**config.mk**
```make
export PLATFORM = sky130hd
export DESIGN_NAME = hazard_stall_ctrl_flat
export DESIGN_NICKNAME = d
export VERILOG_FILES = /design/src/rtl/hazard_stall_ctrl_if.sv /design/src/rtl/hazard_stall_ctrl.sv /design/src/flat_wrapper.sv
export SDC_FILE = /design/constraint.sdc
export NUM_CORES = 1
export LEC_CHECK = 0
export ABC_AREA = 1
export ABC_CLOCK_PERIOD_IN_PS = 1800
export BUFFER_PORTS_ARGS = -buffer_cell sky130_fd_sc_hd__buf_2
export CAP_MARGIN = 0
export CORE_ASPECT_RATIO = 0.8
export CORE_MARGIN = 8
export CORE_UTILIZATION = 35
export DETAILED_ROUTE_END_ITERATION = 12
export HOLD_SLACK_MARGIN = 0.02
export PLACE_DENSITY_LB_ADDON = 0.12
export SYNTH_ARGS = -nofsm -noshare
export SYNTH_HDL_FRONTEND = slang
export SYNTH_SLANG_ARGS = --single-unit
```
**constraint.sdc**
```tcl
create_clock -name clk_i -period 1.8 [get_ports clk_i]
set_input_delay 0.27 -clock clk_i [delete_from_list [all_inputs] [get_ports clk_i]]
set_output_delay 0.27 -clock clk_i [all_outputs]
set_load 0.005 [all_outputs]
```
**src/rtl/hazard_stall_ctrl_if.sv**
```systemverilog
// Data-memory handshake between the hazard/stall controller and the data memory.
//   mem_req : controller -> memory, request, level-held until acknowledged
//   mem_we  : controller -> memory, write enable, valid while mem_req is 1
//   mem_ack : memory -> controller, completes the outstanding access
// master modport is the controller side, slave modport is the memory side.
interface hazard_stall_ctrl_if;
    logic mem_req;
    logic mem_we;
    logic mem_ack;

    modport master (
        output mem_req,
        output mem_we,
        input  mem_ack
    );

    modport slave (
        input  mem_req,
        input  mem_we,
        output mem_ack
    );
endinterface

```
**src/rtl/hazard_stall_ctrl.sv**
```systemverilog
// Pipeline hazard and stall controller for the 5-stage core.
// Detects load-use and taken-branch hazards and sequences the data-memory
// request/acknowledge handshake, freezing the pipeline while an access is
// outstanding. Keeps a sticky memory-timeout flag and a saturating count of
// stalled cycles.
// Ports:
//   clk_i, start_i          clock, asynchronous active-low reset
//   IFID_RS1addr_i/RS2      source registers of the instruction in ID
//   IDEX_MemRead_i, RDaddr  load in EX and its destination register
//   Branch_taken_i          branch in ID resolved taken
//   EXMEM_MemRead/Write_i   instruction in MEM accesses data memory
//   mem (master)            data-memory req/we/ack handshake
//   PCWrite_o, IFIDWrite_o  1 = register loads, 0 = holds
//   IFIDFlush_o             IF/ID loads a NOP
//   IDEXenable_o            1 = ID/EX holds its contents
//   IDEXBubble_o            ID/EX loads zeroed control fields
//   EXMEMHold_o             EX/MEM holds its contents
//   err_o                   sticky memory-timeout flag
//   stall_cnt_o             saturating stalled-cycle count
module hazard_stall_ctrl #(
    parameter int unsigned MEM_TIMEOUT = 255,
    parameter int unsigned TO_W        = 8
) (
    input  logic                clk_i,
    input  logic                start_i,
    input  logic [4:0]          IFID_RS1addr_i,
    input  logic [4:0]          IFID_RS2addr_i,
    input  logic                IDEX_MemRead_i,
    input  logic [4:0]          IDEX_RDaddr_i,
    input  logic                Branch_taken_i,
    input  logic                EXMEM_MemRead_i,
    input  logic                EXMEM_MemWrite_i,
    hazard_stall_ctrl_if.master mem,
    output logic                PCWrite_o,
    output logic                IFIDWrite_o,
    output logic                IFIDFlush_o,
    output logic                IDEXenable_o,
    output logic                IDEXBubble_o,
    output logic                EXMEMHold_o,
    output logic                err_o,
    output logic [31:0]         stall_cnt_o
);

    localparam logic [TO_W-1:0] TimeoutLimit = TO_W'(MEM_TIMEOUT);

    typedef enum logic [0:0] {StIdle, StBusy} state_e;

    state_e            state_q, state_d;
    logic [TO_W-1:0]   to_q, to_d;
    logic              err_q, err_d;
    logic [31:0]       stall_q, stall_d;

    logic acc;
    logic busy;
    logic req;
    logic mstall;
    logic lu;

    assign acc  = EXMEM_MemRead_i | EXMEM_MemWrite_i;
    assign busy = (state_q == StBusy);
    assign req  = ((state_q == StIdle) & acc) | busy;
    // The ack cycle itself is not a stall: the pipeline advances at its end.
    assign mstall = req & ~(busy & mem.mem_ack);
    assign lu = IDEX_MemRead_i & (IDEX_RDaddr_i != 5'd0) &
                ((IDEX_RDaddr_i == IFID_RS1addr_i) | (IDEX_RDaddr_i == IFID_RS2addr_i));

    // Outputs are forced to their reset values while start_i is low, so an
    // access held in MEM does not keep requesting during reset.
    always_comb begin
        mem.mem_req  = 1'b0;
        mem.mem_we   = 1'b0;
        PCWrite_o    = 1'b1;
        IFIDWrite_o  = 1'b1;
        IFIDFlush_o  = 1'b0;
        IDEXenable_o = 1'b0;
        IDEXBubble_o = 1'b0;
        EXMEMHold_o  = 1'b0;
        if (start_i) begin
            mem.mem_req = req;
            mem.mem_we  = req & EXMEM_MemWrite_i;
            if (mstall) begin
                PCWrite_o    = 1'b0;
                IFIDWrite_o  = 1'b0;
                IDEXenable_o = 1'b1;
                EXMEMHold_o  = 1'b1;
            end else if (lu) begin
                PCWrite_o    = 1'b0;
                IFIDWrite_o  = 1'b0;
                IDEXBubble_o = 1'b1;
            end else begin
                // Branch operands are invalid under load-use, hence the ordering.
                IFIDFlush_o = Branch_taken_i;
            end
        end
    end

    always_comb begin
        state_d = state_q;
        to_d    = to_q;
        err_d   = err_q;
        stall_d = stall_q;

        unique case (state_q)
            StIdle: begin
                if (acc) begin
                    state_d = StBusy;
                    to_d    = '0;
                end
            end
            StBusy: begin
                if (mem.mem_ack) begin
                    state_d = StIdle;
                end else if (to_q != TimeoutLimit) begin
                    // Stay frozen in BUSY on timeout; only the flag reports it.
                    to_d = to_q + TO_W'(1);
                    if (to_d == TimeoutLimit) begin
                        err_d = 1'b1;
                    end
                end
            end
            default: state_d = StIdle;
        endcase

        if ((mstall | lu) && (stall_q != 32'hFFFF_FFFF)) begin
            stall_d = stall_q + 32'd1;
        end
    end

    always_ff @(posedge clk_i or negedge start_i) begin
        if (!start_i) begin
            state_q <= StIdle;
            to_q    <= '0;
            err_q   <= 1'b0;
            stall_q <= '0;
        end else begin
            state_q <= state_d;
            to_q    <= to_d;
            err_q   <= err_d;
            stall_q <= stall_d;
        end
    end

    assign err_o       = err_q;
    assign stall_cnt_o = stall_q;

endmodule

```
**src/flat_wrapper.sv**
```systemverilog
// flat-port wrapper written by rule: the top's interface ports become plain ports
module hazard_stall_ctrl_flat 
#(
    parameter int unsigned MEM_TIMEOUT = 255,
    parameter int unsigned TO_W        = 8
)
  (clk_i, start_i, IFID_RS1addr_i, IFID_RS2addr_i, IDEX_MemRead_i, IDEX_RDaddr_i, Branch_taken_i, EXMEM_MemRead_i, EXMEM_MemWrite_i, PCWrite_o, IFIDWrite_o, IFIDFlush_o, IDEXenable_o, IDEXBubble_o, EXMEMHold_o, err_o, stall_cnt_o, mem_mem_req, mem_mem_we, mem_mem_ack);
  hazard_stall_ctrl_if mem_i ();
  input  logic clk_i;
  input  logic start_i;
  input  logic [4:0] IFID_RS1addr_i;
  input  logic [4:0] IFID_RS2addr_i;
  input  logic IDEX_MemRead_i;
  input  logic [4:0] IDEX_RDaddr_i;
  input  logic Branch_taken_i;
  input  logic EXMEM_MemRead_i;
  input  logic EXMEM_MemWrite_i;
  output logic PCWrite_o;
  output logic IFIDWrite_o;
  output logic IFIDFlush_o;
  output logic IDEXenable_o;
  output logic IDEXBubble_o;
  output logic EXMEMHold_o;
  output logic err_o;
  output logic [31:0] stall_cnt_o;
  output wire logic [$bits(mem_i.mem_req)-1:0] mem_mem_req;
  output wire logic [$bits(mem_i.mem_we)-1:0] mem_mem_we;
  input wire logic [$bits(mem_i.mem_ack)-1:0] mem_mem_ack;
  assign mem_mem_req = mem_i.mem_req;
  assign mem_mem_we = mem_i.mem_we;
  assign mem_i.mem_ack = mem_mem_ack;
  hazard_stall_ctrl #(.MEM_TIMEOUT(MEM_TIMEOUT), .TO_W(TO_W)) u_core (.clk_i(clk_i), .start_i(start_i), .IFID_RS1addr_i(IFID_RS1addr_i), .IFID_RS2addr_i(IFID_RS2addr_i), .IDEX_MemRead_i(IDEX_MemRead_i), .IDEX_RDaddr_i(IDEX_RDaddr_i), .Branch_taken_i(Branch_taken_i), .EXMEM_MemRead_i(EXMEM_MemRead_i), .EXMEM_MemWrite_i(EXMEM_MemWrite_i), .mem(mem_i), .PCWrite_o(PCWrite_o), .IFIDWrite_o(IFIDWrite_o), .IFIDFlush_o(IFIDFlush_o), .IDEXenable_o(IDEXenable_o), .IDEXBubble_o(IDEXBubble_o), .EXMEMHold_o(EXMEMHold_o), .err_o(err_o), .stall_cnt_o(stall_cnt_o));
endmodule
```
Word-level counts from Yosys, hierarchy flattened. Index checks and enable logic that the tools add are counted.

Bits in registers: 42. Word-level logic and storage cells: 51.

Add/subtract/negate cells: 2. Reductions and logical operators: 4. Eq/ne operators: 8. Bitwise logic cells: 13. Muxes and demuxes: 20.

Operators with widths (count): 32-bit by 1-bit adder with 32-bit output, second input constant (1); 32-bit inequality test, second input constant (1); 8-bit 2-to-1 mux (3); 8-bit one-hot mux with 2 select lines (1); 1-bit 2-to-1 mux (15); 5-bit equality test (2); 8-bit by 1-bit adder with 8-bit output, second input constant (1); 8-bit equality test, second input constant (1); 8-bit inequality test, second input constant (1); 1-bit AND (6); 5-bit nonzero test (1); 2-bit inequality test, second input constant (2); 1-bit OR (4); 4-bit AND reduction (1); 1-bit inverter (3); 3-bit AND reduction (1); 2-bit by 1-bit inequality test with 1-bit output, second input constant (1); 1-bit one-hot mux with 2 select lines (1); 1-bit logical AND (1).

Depth between registers and ports, before layout.
Depth in word-level cells: 6. Gate-level depth with buffers: 12. Depth with buffers taken out: 11.

Worst setup path before layout. OpenSTA, ideal clock, no wires.

Path type: register -> register. Start point: register u_core.stall_q[0], in the netlist u_core.stall_cnt_o[0]. End point: register u_core.stall_q[0], in the netlist u_core.stall_cnt_o[0]. Path buffers: 1. Stages on the path, launching flop included: 10. Library setup time: 117 ps. Setup slack: 150 ps. Required time: 1683 ps. Arrival time: 1533 ps. Clock period less this slack: 1650 ps. Cells stage by stage: dfrtp_1 > ha_1 > inv_2 > nor2_4 > nand4_1 > nor2_1 > nand2_2 > buf_2 > nand3_1 > nand2_1.

Longest elaborated chain between the ends: 2. Elaborated cells between the ends (all ways): 3. Classes of those cells: add/sub: 1; eq/ne: 1; reduce/logical: 1.

RTL lines: from (decl) (line hazard_stall_ctrl.sv:51) `logic [31:0] stall_q, stall_d;`; from (signal assigned) (line hazard_stall_ctrl.sv:139) `stall_q <= stall_d;`; branches (longest 2 deep; another with 32-bit by 1-bit adder with 32-bit output).

Parallel ways; which one is timed is not known. A chain may end at the register's enable or synchronous reset.

Worst setup path in the final report.
Start point: register u_core.state_q, in the netlist u_core.busy. End point: output IDEXBubble_o.

Longest elaborated chain between the ends: 6. Elaborated cells between the ends (all ways): 8. Classes of those cells: mux: 2; bitwise: 6.

RTL lines: from (decl) (line hazard_stall_ctrl.sv:48) `state_e state_q, state_d;`; from (signal assigned) (line hazard_stall_ctrl.sv:131) `state_q <= StIdle;`; from (signal assigned) (line hazard_stall_ctrl.sv:136) `state_q <= state_d;`; 1-bit inverter (line hazard_stall_ctrl.sv:61) `assign req = ((state_q == StIdle) & acc) | busy;`; 1-bit AND (line hazard_stall_ctrl.sv:61); 1-bit OR (line hazard_stall_ctrl.sv:61); 1-bit AND * (line hazard_stall_ctrl.sv:63) `assign mstall = req & ~(busy & mem.mem_ack);`; 1-bit 2-to-1 mux * (line hazard_stall_ctrl.sv:81) `if (mstall) begin`; 1-bit 2-to-1 mux * (line hazard_stall_ctrl.sv:78) `if (start_i) begin`; to (decl) (line flat_wrapper.sv:22) `output logic IDEXBubble_o;`.

Mark *: on every way between the ends. The rest lies on a longest branch, timed or not.

==> impl_metrics.py <==
metrics = {
    "clock_network": {
        "cts_num_sinks": 42,
        "ctsHoldBuffers": 0,
        "clkTransAtPathRegs_ps": 90,
        "tritoncts": "done",
        "clock_root_buffer": "clkbuf_8",
        "cts_max_path_buffers": 2,
        "numCtsBuffers": 5,
        "worstSkewPairLatency_ps": 300,
        "htree_levels": 2,
    },
    "place": {
        "placement.setup.worst_slack_ps": 85.71,
        "placedInstanceArea_um2": 3640,
        "buffer_ports.inserted": 62,
        "hpwlAfterDp_um": 7187,
        "placer_s_final_routability_congestion_estimate": 0.8919,
    },
    "yosys": {
        "syn-mean-instance-area_um2": 6.398,
        "synth.distinct_cells": 24,
        "netlist_area_um2": 2988,
        "postSynthNetCount": 492,
        "yosysWarnings": 0,
        "synth_seq_cells": 42,
        "netlist_instances": 467,
        "synth_sequential_area_ratio": 0.3518,
    },
    "sta": {
        "timing.final.crit_period_ps": 1711,
        "setup-tns-final_ps": 0,
        "layout_setup_ws_ps": 89.26,
        "rsz0062_at_grt": "true",
        "worst_hold_slack_ps": 40.40,
        "hold_viol": 0,
        "setup_viol_count_final": 0,
        "fin_skew_ps": 4.181,
        "worst_slew_pin_slew_ps": 354.1,
        "timing.fmax_ghz": 0.5845,
        "timing.final.crit_share": 0.9504,
        "final-max-slew-violation-count": 0,
        "max-slew-margin-rel": 0.7619,
    },
    "pwr": {
        "comb_power_share": 0.342,
        "intPower_mw": 1.706,
        "part_of_the_power_in_registers": 0.419,
        "share_clk_of_total_power": 0.238,
        "switching_power_mw": 0.9812,
        "vdd_ir_drop_max_mv": 0.3762,
        "sw_frac_of_total": 0.3652,
        "total_power_mw": 2.687,
        "power_per_cell_area_nw_per_um2": 705.2,
        "cell_leakage_power_nw": 2.022,
    },
    "floorplanning": {
        "core_rows": 30,
        "fp.dieW_um": 119.3,
        "floorplan.io_pins": 63,
        "core_area_um2": 8371,
        "fp.dieArea_um2": 11770,
        "die-height_um": 98.64,
        "floorplan.initialDensity": 0.3570,
    },
    "routing": {
        "vias_per_cell": 4.658,
        "detail-route-antenna-nets": 0,
        "post_drt_wl_per_cell_um": 13.27,
        "route.vias.total": 3158,
        "drtPass1Iterations": 5,
        "drt_initial_violations": 140,
        "postRouteWirelength_um": 8995,
        "drc_errors": 0,
    },
    "global_route": {
        "grt_pass1_wl_um": 15640,
        "grt_antenna_before_repair": 0,
        "use_met1": 0.2381,
        "globalRoute.totalOverflow": 0,
        "grt_use_met3": 0.02857,
        "grt_max_degree": 23,
        "track_usage": 0.1615,
        "grt_pass1_vias": 3095,
        "grt.met2_usage": 0.2372,
        "global_route_layer_with_the_greatest_usage": "met1",
    },
    "critical_path": {
        "setup.worst_path.start": "u_core.busy",
        "timing.rr.start": "u_core.to_q[1]",
        "worstPathMaxFanout": 5,
        "criticalPathCategory": "reg2out",
        "timing.critical_path.required_ps": 1530,
        "worst_ep_arrival_time_ps": 1440,
        "worstSetupEndpointType": "primary output",
        "crit_path_start_kind": "flop",
    },
    "layout": {
        "diodes": 0,
        "layout.area.seq_um2": 1051,
        "fillers": 893,
        "area_taken_by_multi_input_logic_gates_um2": 1739,
        "nNetsFinal": 590,
        "finish.instance_area_um2": 3810,
        "leading_cell_types_in_the_layout_fill_and_taps_excluded": "nand2_1 (204), buf_2 (62), nor2_1 (56)",
        "drive_above_1_share": 0.2261,
        "syn2layout_area_growth_pct": 27.51,
        "layout_commonest_cell": "nand2_1",
    },
    "run": {
        "cap_viol_max_count": 0,
    },
    "outcome": {
        "run_status": "finished, final reports clean",
    },
    "hold_path": {
        "class_of_the_most_critical_hold_timing_path": "in2async",
    },
}
==> synth_stat cells (all sizes together) <==
| cell | number | share of area |
|---|---|---|
| nor2 | 64 | 0.087 |
| nand3b | 11 | 0.028 |
| xor2 | 11 | 0.032 |
| dfrtp | 42 | 0.35 |
| o21ai | 9 | 0.016 |
| ha | 3 | 0.013 |
| nor3 | 6 | 0.010 |
| inv | 41 | 0.052 |
| xnor2 | 9 | 0.026 |
| o22ai | 2 | 0.0042 |
| nand2 | 208 | 0.27 |
| a21oi | 1 | 0.0017 |
| buf | 11 | 0.026 |
| nand3 | 43 | 0.072 |
| nor4 | 1 | 0.0042 |
| nand4 | 5 | 0.010 |
==> routing by layer <==
metal  part of all wire  wire [um]
met1               0.53       4759
met2               0.41       3716
met3              0.050        447
met4             0.0080         72
met5                  0          0
==> cell families (layout without fill, tap and decap cells) <==
kind of cell / Yosys count / in the layout / share of synthesized area
xor gates and xnor gates: 20 / 20 / 0.05863
AOI/OAI and AO/OA: 12 / 12 / 0.02219
and+or+nand+nor: 338 / 338 / 0.4770
buffers and inverters: 52 / 151 / 0.07789
adders and majority gates: 3 / 3 / 0.01256
DFF: 42 / 42 / 0.3518
==> power groups by stage <==
stage	clock network, mW	logic [mW]	registers [mW]
after floorplan	0	0.473	1.15
after global placement	0	0.848	1.14
after detailed placement	0	0.847	1.15
after CTS	0.656	0.857	1.13
after global routing	0.699	1.04	1.15
final	0.641	0.919	1.13
==> timing repair <==
action | 4_1_cts | 5_1_grt
hold endpoints to repair | 0 | 0
setup endpoints to repair | 2 | 17
gates resized for setup | 2 | 10
pin swaps | 0 | 2
setup buffers | 0 | 6
==> worst paths after layout <==
path                                          endpoint  slack (ps)  cells after the start
worst max-delay path                      IDEXBubble_o          90                      7
worst min-delay path                    u_core.to_q[7]          40                      2
worst max register to register          u_core.to_q[7]         160                      9
worst min register to register            u_core.err_o         470                      2
max in group asynchronous       u_core.stall_cnt_o[27]        1510                      2
min in group clk_i                      u_core.to_q[6]         320                      4
==> layout make-up <==
cell class / instances / area share
inverter: 41 / 0.04039
multi-input combinational: 373 / 0.4565
tap: 112 / 0.03678
clock inverter: 2 / 0.003612
sequential: 42 / 0.2759
timing repair buffer: 102 / 0.1678
clock buffer: 6 / 0.01905
==> critical path: stages (launching register included) <==
cell and delay (ps):
dfrtp_1 380, inv_2 110, nor2_4 50, inv_2 60, nand2_1 90, buf_6 150
nor3_1 150, buf_2 140
==> per-stage QoR <==
step                std cells  utilization
floorplan                 467            -
global placement          664       0.4348
detailed placement        664       0.4348
CTS                       672       0.4460
global route              678       0.4552
finish                    678       0.4552
==> sequential cells by signal, indices dropped and copies added (netlist names) <==
name and flops:
u_core.stall_cnt_o 32, u_core.to_q 8, u_core.busy 1, u_core.err_o 1
Power figures use the tool's default switching activity.
